`src/rtl/bin2bcd_ctrl.sv`:
```
// bin2bcd_ctrl: sequencer for a serial binary-to-BCD converter chain.
// Accepts a binary word on a start/busy/done handshake, streams it MSB-first
// into the chain (one bit per clock), then captures the packed BCD digits.
// While idle the converter is held cleared through conv_rst.
// Optional feature macro: BIN2BCD_CTRL_BLANK_EN adds the leading-zero blank
// flags output, registered together with bcd_out.
module bin2bcd_ctrl #(
   parameter int WIDTH  = 7,
   parameter int NDIGIT = 2
) (
   input  logic                  clk,
   input  logic                  rst,
   input  logic                  start,
   input  logic [WIDTH-1:0]      din,
   output logic                  busy,
   output logic                  done,
   output logic [NDIGIT*4-1:0]   bcd_out,
   output logic                  ovf,
   output logic                  conv_rst,
   output logic                  conv_bit,
   input  logic [NDIGIT*4-1:0]   conv_bcd
`ifdef BIN2BCD_CTRL_BLANK_EN
   ,
   output logic [NDIGIT-1:0]     blank
`endif
);

   localparam int CW = $clog2(WIDTH + 1);

   // Largest value representable in NDIGIT decimal digits, computed at elaboration.
   function automatic logic [63:0] max_bcd_value(input int ndig);
      logic [63:0] p;
      p = 64'd1;
      for (int i = 0; i < ndig; i++) begin
         p = p * 64'd10;
      end
      return p - 64'd1;
   endfunction

   localparam logic [63:0] MAX_BCD = max_bcd_value(NDIGIT);
   localparam logic [CW-1:0] LAST_CNT = CW'(WIDTH - 1);

   typedef enum logic [1:0] {
      IDLE    = 2'd0,
      SHIFT   = 2'd1,
      CAPTURE = 2'd2
   } state_t;

   state_t           state_r;
   state_t           state_nxt_s;
   logic [WIDTH-1:0] shreg_r;
   logic [CW-1:0]    cnt_r;
   logic             ovf_pend_r;
   logic             din_ovf_s;

   assign din_ovf_s = (64'(din) > MAX_BCD);

   // State register.
   always_ff @(posedge clk) begin
      if (rst) begin
         state_r <= IDLE;
      end else begin
         state_r <= state_nxt_s;
      end
   end

   // Next-state decode and converter drive, all derived from the state register.
   always_comb begin
      state_nxt_s = state_r;
      busy        = 1'b0;
      conv_rst    = 1'b1;
      conv_bit    = 1'b0;
      case (state_r)
         IDLE: begin
            if (start) begin
               state_nxt_s = SHIFT;
            end else begin
               state_nxt_s = IDLE;
            end
         end
         SHIFT: begin
            busy     = 1'b1;
            conv_rst = 1'b0;
            conv_bit = shreg_r[WIDTH-1];
            if (cnt_r == LAST_CNT) begin
               state_nxt_s = CAPTURE;
            end else begin
               state_nxt_s = SHIFT;
            end
         end
         CAPTURE: begin
            busy        = 1'b1;
            state_nxt_s = IDLE;
         end
         default: begin
            state_nxt_s = IDLE;
         end
      endcase
   end

   // Datapath: load on accept, shift while streaming, capture the result.
   always_ff @(posedge clk) begin
      if (rst) begin
         shreg_r    <= '0;
         cnt_r      <= '0;
         ovf_pend_r <= 1'b0;
         bcd_out    <= '0;
         ovf        <= 1'b0;
         done       <= 1'b0;
      end else begin
         done <= 1'b0;
         case (state_r)
            IDLE: begin
               if (start) begin
                  shreg_r    <= din;
                  cnt_r      <= '0;
                  ovf_pend_r <= din_ovf_s;
               end
            end
            SHIFT: begin
               shreg_r <= shreg_r << 1;
               cnt_r   <= cnt_r + CW'(1);
            end
            CAPTURE: begin
               bcd_out <= conv_bcd;
               ovf     <= ovf_pend_r;
               done    <= 1'b1;
            end
            default: begin
               shreg_r <= '0;
               cnt_r   <= '0;
            end
         endcase
      end
   end

`ifdef BIN2BCD_CTRL_BLANK_EN
   logic [NDIGIT-1:0] blank_s;
   logic              hi_zero_s;

   // Leading-zero flags: digit i blanks when it and every higher digit are zero.
   always_comb begin
      blank_s   = '0;
      hi_zero_s = 1'b1;
      for (int i = NDIGIT - 1; i >= 1; i--) begin
         hi_zero_s  = hi_zero_s & (conv_bcd[4*i +: 4] == 4'd0);
         blank_s[i] = hi_zero_s;
      end
   end

   // Blank flags are registered alongside bcd_out.
   always_ff @(posedge clk) begin
      if (rst) begin
         blank <= '0;
      end else if (state_r == CAPTURE) begin
         blank <= blank_s;
      end else begin
         blank <= blank;
      end
   end
`endif

endmodule

```
`config.mk`:
```
export PLATFORM = sky130hd
export DESIGN_NAME = bin2bcd_ctrl
export DESIGN_NICKNAME = d
export VERILOG_FILES = /design/src/rtl/bin2bcd_ctrl.sv
export SDC_FILE = /design/constraint.sdc
export NUM_CORES = 1
export LEC_CHECK = 0
export ABC_CLOCK_PERIOD_IN_PS = 1400
export CORE_MARGIN = 1.5
export CORE_UTILIZATION = 41
export CTS_BUF_LIST = sky130_fd_sc_hd__clkbuf_8 sky130_fd_sc_hd__clkbuf_16
export CTS_CLUSTER_DIAMETER = 30
export DETAILED_ROUTE_END_ITERATION = 7
export GPL_ROUTABILITY_DRIVEN = 0
export PLACE_DENSITY = 0.74
export SYNTH_ARGS = -nofsm -noshare
export SYNTH_HDL_FRONTEND = slang
export SYNTH_SLANG_ARGS = --single-unit
```
`constraint.sdc`:
```
create_clock -name clk -period 1.4 [get_ports clk]
set_input_delay 0.28 -clock clk [delete_from_list [all_inputs] [get_ports clk]]
set_output_delay 0.28 -clock clk [all_outputs]
set_load 0.005 [all_outputs]
```
==> qor.txt, run 1 <==
Minimum clock period - 1.42 ns
Routed vias - 917
RR Startpoint - state_r[1]$_SDFF_PP0_
Tot Pwr - 1.31 mW
Die Y - 52.9 um
Layout cells sized above 1 - 0.242
Drt first pass iters - 4
Placeable Area - 2280 um^2
GRT Overall Usage - 0.198
Post-synth cell types - 25
First-pass GRT wire length - 4050 um
Post-Synthesis Cells - 110
Fill cell count - 180
Crit start category - flip-flop
Worst path required time - 1.60 ns
Largest net degree at the start of global routing - 23
Failing checks - setup timing
Fin nets - 173
Starting Density - 0.449
Final Util - 0.669
Antenna Nets Post-Route - 0
Final-report setup violation count - 2
Slowest cell delay on critical path - 0.48 ns
Hold Path Depth - 2
Dpl hpwl - 1720 um
Max_slew headroom - 0.779
Vias in the first global route - 925
Delay-heaviest family, CP - simple AND/OR/NAND/NOR gates
Ys Warns - 0
Num CTS Buffers - 3
Inserted Diodes - 0
Hold_buf cts - 0
Slowest cell on crit path - or4_4
Clk slew on worst S/H paths - 0.09 ns
Root buffer cell - clkbuf_8
H-tree lvl count - 1
R2R setup slack - -0.02 ns
Avg Inst Size Synth - 9.28 um^2
CTS tree - built
Crit end category - flip-flop
Sink Count - 23
Crit-path max FO - 4
Run status - finished, violations left
Clk_skew - 0.00366 ns
Final Cycle Share - 1.01
Initial antenna violation count - 0
Achievable frequency - 706 MHz
Routed wire length - 2460 um
Post-Syn Nets - 133
Cell breakdown of the critical path - inv_4 -> ha_4 -> inv_2 -> buf_4 -> or4_4 -> a21oi_2
Worst-Skew Late Latency - 0.26 ns
Fin. max-slew vios - 0
Max-cap viol count - 0
Gr ovfl total - 0
Syn Std Cell Area - 1020 um^2
Reg2Reg Depth - 6
Post-Place Cell Area - 1420 um^2
Layout area overhead - 49.1%
Final Instance Area - 1520 um^2
Area contributors post-synth - dfxtp_1 (45%), mux2i_1 (8.8%), ha_1 (6.1%)
Leakage - 0.711 nW
PortBufs - 30
DR iter-0 viols - 16
Pwr dens - 863 nW/um^2
Die area - 2800 um^2
RSZ-0062 raised after global routing - yes
Worst-Margin Slew - 0.327 ns
WS Path Type - flip-flop to flip-flop
Worst Path Arrival - 1.62 ns
I/O pin count - 31
DRC - 0
CTS Buffer Depth - 2
Setup WS post-layout - -0.0157 ns
Hold_sp - shreg_r[5]$_SDFFE_PP0P_
Hold Path End - shreg_r[5]$_SDFFE_PP0P_
Routed len/inst - 13.9 um
Cell taking the most area after synthesis - dfxtp_1
#FFs+latches synth - 23
Worst reg2reg endpoint - cnt_r[0]$_SDFFE_PP0P_
Die span in x - 52.9 um
Bufs and invs on worst path - 3
Hold Fails Final Rpt - 0
Type of the worst min-delay path - flip-flop to flip-flop
Row count - 17
Max VDD drop - 0.561 mV
Share of the synthesized area in the top cell type - 0.451
DR vias/cell - 5.18
Register area share after synthesis - 0.451
==> cell usage after synthesis (all sizes together) <==
library cell  count
dfxtp            23
a21oi            11
mux2i             9
nor2              9
o21ai             9
or3               7
a22oi             6
buf               6
ha                5
inv               5
nand2             5
clkbuf            3
nor2b             3
nor3              2
or4               2
and2              1
nand3b            1
nand4b            1
o311ai            1
o41ai             1
==> tightest hold or removal path, delay by kind of cell, from the launching register on <==
family / cells / cell delay (ns)
compound gates: 2 / 0.12
flops: 1 / 0.31
==> worst max-delay path by stage <==
stage	startpoint	endpoint	slack [ns]	cells after the start
2_1_floorplan	state_r[1]$_SDFF_PP0_	cnt_r[1]$_SDFFE_PP0P_	-0.03	7
3_3_place_gp	start	cnt_r[0]$_SDFFE_PP0P_	-0.12	4
3_5_place_dp	start	cnt_r[0]$_SDFFE_PP0P_	-0.18	4
4_1_cts	state_r[1]$_SDFF_PP0_	cnt_r[0]$_SDFFE_PP0P_	-0.02	6
5_1_grt	state_r[0]$_SDFF_PP0_	bcd_out[5]$_SDFFE_PP0N_	-0.07	6
6_report	state_r[1]$_SDFF_PP0_	cnt_r[0]$_SDFFE_PP0P_	-0.02	6
==> per-layer routing <==
layer,part of all wire,track usage
met5,0,0
met4,0.0057,0.0641
met3,0.035,0.0254
met2,0.51,0.354
met1,0.45,0.243
==> flip-flops by register name, indices dropped and copies added (netlist names) <==
signal and cells:
state_r 2, shreg_r 7, ovf 1, ovf_pend_r 1
done 1, bcd_out 8, cnt_r 3
==> cell usage in the layout, fill, tap and decap left out, types with 2 or more instances in the layout <==
master / count
o21ai_0: 5
nor2_1: 9
nor2b_4: 2
buf_2: 2
dlymetal6s2s_1: 7
a21oi_1: 10
nand2_1: 5
o21ai_1: 4
inv_1: 2
ha_1: 2
dfxtp_2: 5
dfxtp_1: 18
inv_2: 2
nor3_1: 2
clkbuf_8: 3
mux2i_1: 9
buf_4: 12
clkdlybuf4s50_1: 19
nor2b_1: 2
ha_4: 2
or3_1: 7
a22oi_1: 6
==> per-stage QoR <==
| stage | setup TNS, ns | cells | hold WS (ns) | setup slack (ns) |
|---|---|---|---|---|
| floorplan | -0.0623 | 110 | 0.349 | -0.0312 |
| global placement | -0.956 | 172 | 0.459 | -0.119 |
| detailed placement | -1.29 | 172 | 0.464 | -0.182 |
| CTS | -0.0185 | 176 | 0.478 | -0.0185 |
| global route | -0.494 | 177 | 0.499 | -0.0672 |
| finish | -0.0160 | 177 | 0.481 | -0.0157 |
==> layout make-up <==
cell class                      count  area, um^2  share of cell area
Multi-Input combinational cell     74         542               0.356
Sequential cell                    23         467               0.306
Timing Repair Buffer               43         412               0.270
Clock buffer                        3        41.3              0.0271
Tap cell                           28        35.0              0.0230
Inverter                            5        21.3              0.0140
Clock inverter                      1        5.00             0.00329
==> logic make-up after synthesis <==
group                      share of synthesized area
AOI/OAI and AO/OA                              0.159
adders and majority gates                     0.0613
buffers and inverters                         0.0735
DFF                                            0.451
muxes                                         0.0882
and+or+nand+nor                                0.167
==> where the power goes <==
group,total [mW],switching [mW],internal [mW]
registers,0.687,0.0129,0.674
logic,0.207,0.0851,0.122
clock network,0.420,0.221,0.199
total,1.31,0.319,0.995
==> timing repair <==
item,4_1_cts,5_1_grt
gates resized for setup,20,12
setup buffers,1,0
pin swaps,4,0
hold endpoints to repair,0,0
gates cloned,0,1
endpoints found under the setup margin,11,22
No activity file was read; power rests on OpenSTA's default activity.
==> inputs of run 2 (changes only) <==
Settings changed: CORE_MARGIN 1.5 to 5, TNS_END_PERCENT set to 50.
==> qor.txt, run 2 (synthesis results as in run 1) <==
Crit end category - flip-flop
Die Y - 59.9 um
RSZ-0062 raised after global routing - yes
Routed vias - 909
CTS tree - built
Dpl hpwl - 1680 um
Antenna Nets Post-Route - 0
CTS Buffer Depth - 2
Largest net degree at the start of global routing - 23
Hold WS - 0.450 ns
Max-cap viol count - 0
Hold_buf cts - 0
Clk slew on worst S/H paths - 0.08 ns
Fin nets - 171
Failing checks - setup timing
Hold Fails Final Rpt - 0
I/O pin count - 31
Drt first pass iters - 4
Type of the worst min-delay path - primary input to flip-flop
Die span in x - 59.9 um
Root buffer cell - clkbuf_8
DR vias/cell - 5.14
Leakage - 0.694 nW
DRC - 0
Post-placement cell count - 171
DR iter-0 viols - 20
Final non-filler cell total - 177
Initial antenna violation count - 0
Placement Setup Slack - -0.144 ns
Worst path required time - 1.60 ns
Vias in the first global route - 878
Biggest register - bcd_out
H-tree lvl count - 1
Achievable frequency - 681 MHz
Inserted Diodes - 0
Final Cycle Share - 1.05
Most frequent cells in the layout - dfxtp_1 (18), clkdlybuf4s50_1 (18), mux2i_1 (9), nor2_1 (9), buf_4 (9)
Largest regs - bcd_out: 8 flops, shreg_r: 7 flops, cnt_r: 3 flops
Layout cells sized above 1 - 0.252
Fin. max-slew vios - 0
Setup WS post-layout - -0.0676 ns
Starting Density - 0.420
Worst-Margin Slew - 0.274 ns
Gr ovfl total - 0
Max_slew headroom - 0.817
Num CTS Buffers - 3
Sink Count - 23
Max reg flops - 8
Crit start category - flip-flop
Clk_skew - 0.000741 ns
Max VDD drop - 0.695 mV
Worst-Skew Late Latency - 0.26 ns
Worst Path Arrival - 1.67 ns
Layout area overhead - 48.9%
Crit-path max FO - 4
First-pass GRT wire length - 3610 um
Tot Pwr - 1.31 mW
GRT Overall Usage - 0.135
Die area - 3590 um^2
Routed len/inst - 14.4 um
Row count - 18
Placeable Area - 2430 um^2
PortBufs - 30
Pwr dens - 859 nW/um^2
Routed wire length - 2540 um
Final-report setup violation count - 4
Minimum clock period - 1.47 ns
Run status - finished, violations left
WS Path Type - flip-flop to flip-flop
==> run 2: power breakdown <==
| part | internal (mW) | switching [mW] | leakage, nW |
|---|---|---|---|
| logic | 0.117 | 0.0870 | 0.479 |
| registers | 0.674 | 0.0126 | 0.189 |
| clock network | 0.199 | 0.216 | 0.0255 |
| total | 0.989 | 0.316 | 0.694 |
==> run 2: final cells by class <==
type / instances / area (um^2)
multi-input cells: 74 / 552
clock inverters: 1 / 5.00
well taps: 30 / 37.5
flip-flops and latches: 23 / 467
inverters: 5 / 21.3
fillers: 208 / 912
clock buffers: 3 / 41.3
repair buffers: 41 / 397
==> run 2: critical path: stages (launching register included) <==
cell and delay, ns:
dfxtp_2 0.34, inv_4 0.07, ha_4 0.15, inv_2 0.04, buf_6 0.11, or4_1 0.53
a21oi_2 0.15
==> run 2: final timing paths <==
check | depth (start not counted) | from | slack (ns) | endpoint
max | 6 | state_r[1]$_SDFF_PP0_ | -0.07 | cnt_r[1]$_SDFFE_PP0P_
min reg2reg | 2 | shreg_r[2]$_SDFFE_PP0P_ | 0.48 | shreg_r[2]$_SDFFE_PP0P_
min | 3 | start | 0.45 | shreg_r[0]$_SDFFE_PP0P_
max reg2reg | 6 | state_r[1]$_SDFF_PP0_ | -0.07 | cnt_r[1]$_SDFFE_PP0P_
==> run 2: through the flow <==
step,util,setup TNS [ns],area (um^2)
after floorplan,-,-0.0623,1030
after global placement,0.568,-0.892,1380
after detailed placement,0.568,-1.18,1380
after CTS,0.592,-0.237,1440
after global routing,0.625,-0.519,1520
final,0.625,-0.0872,1520
==> run 2: metal layers <==
layer | global-route usage | wire (um) | share of wire
met5 | 0 | 0 | 0
met4 | 0.0665 | 42 | 0.017
met3 | 0.0475 | 183 | 0.072
met2 | 0.219 | 1260 | 0.50
met1 | 0.155 | 1050 | 0.41
==> run 2: repair_timing <==
action	4_1_cts	5_1_grt
resized for setup	15	24
pin swaps	0	1
setup endpoints to repair	14	28
cloned	0	1
setup buffers	0	1
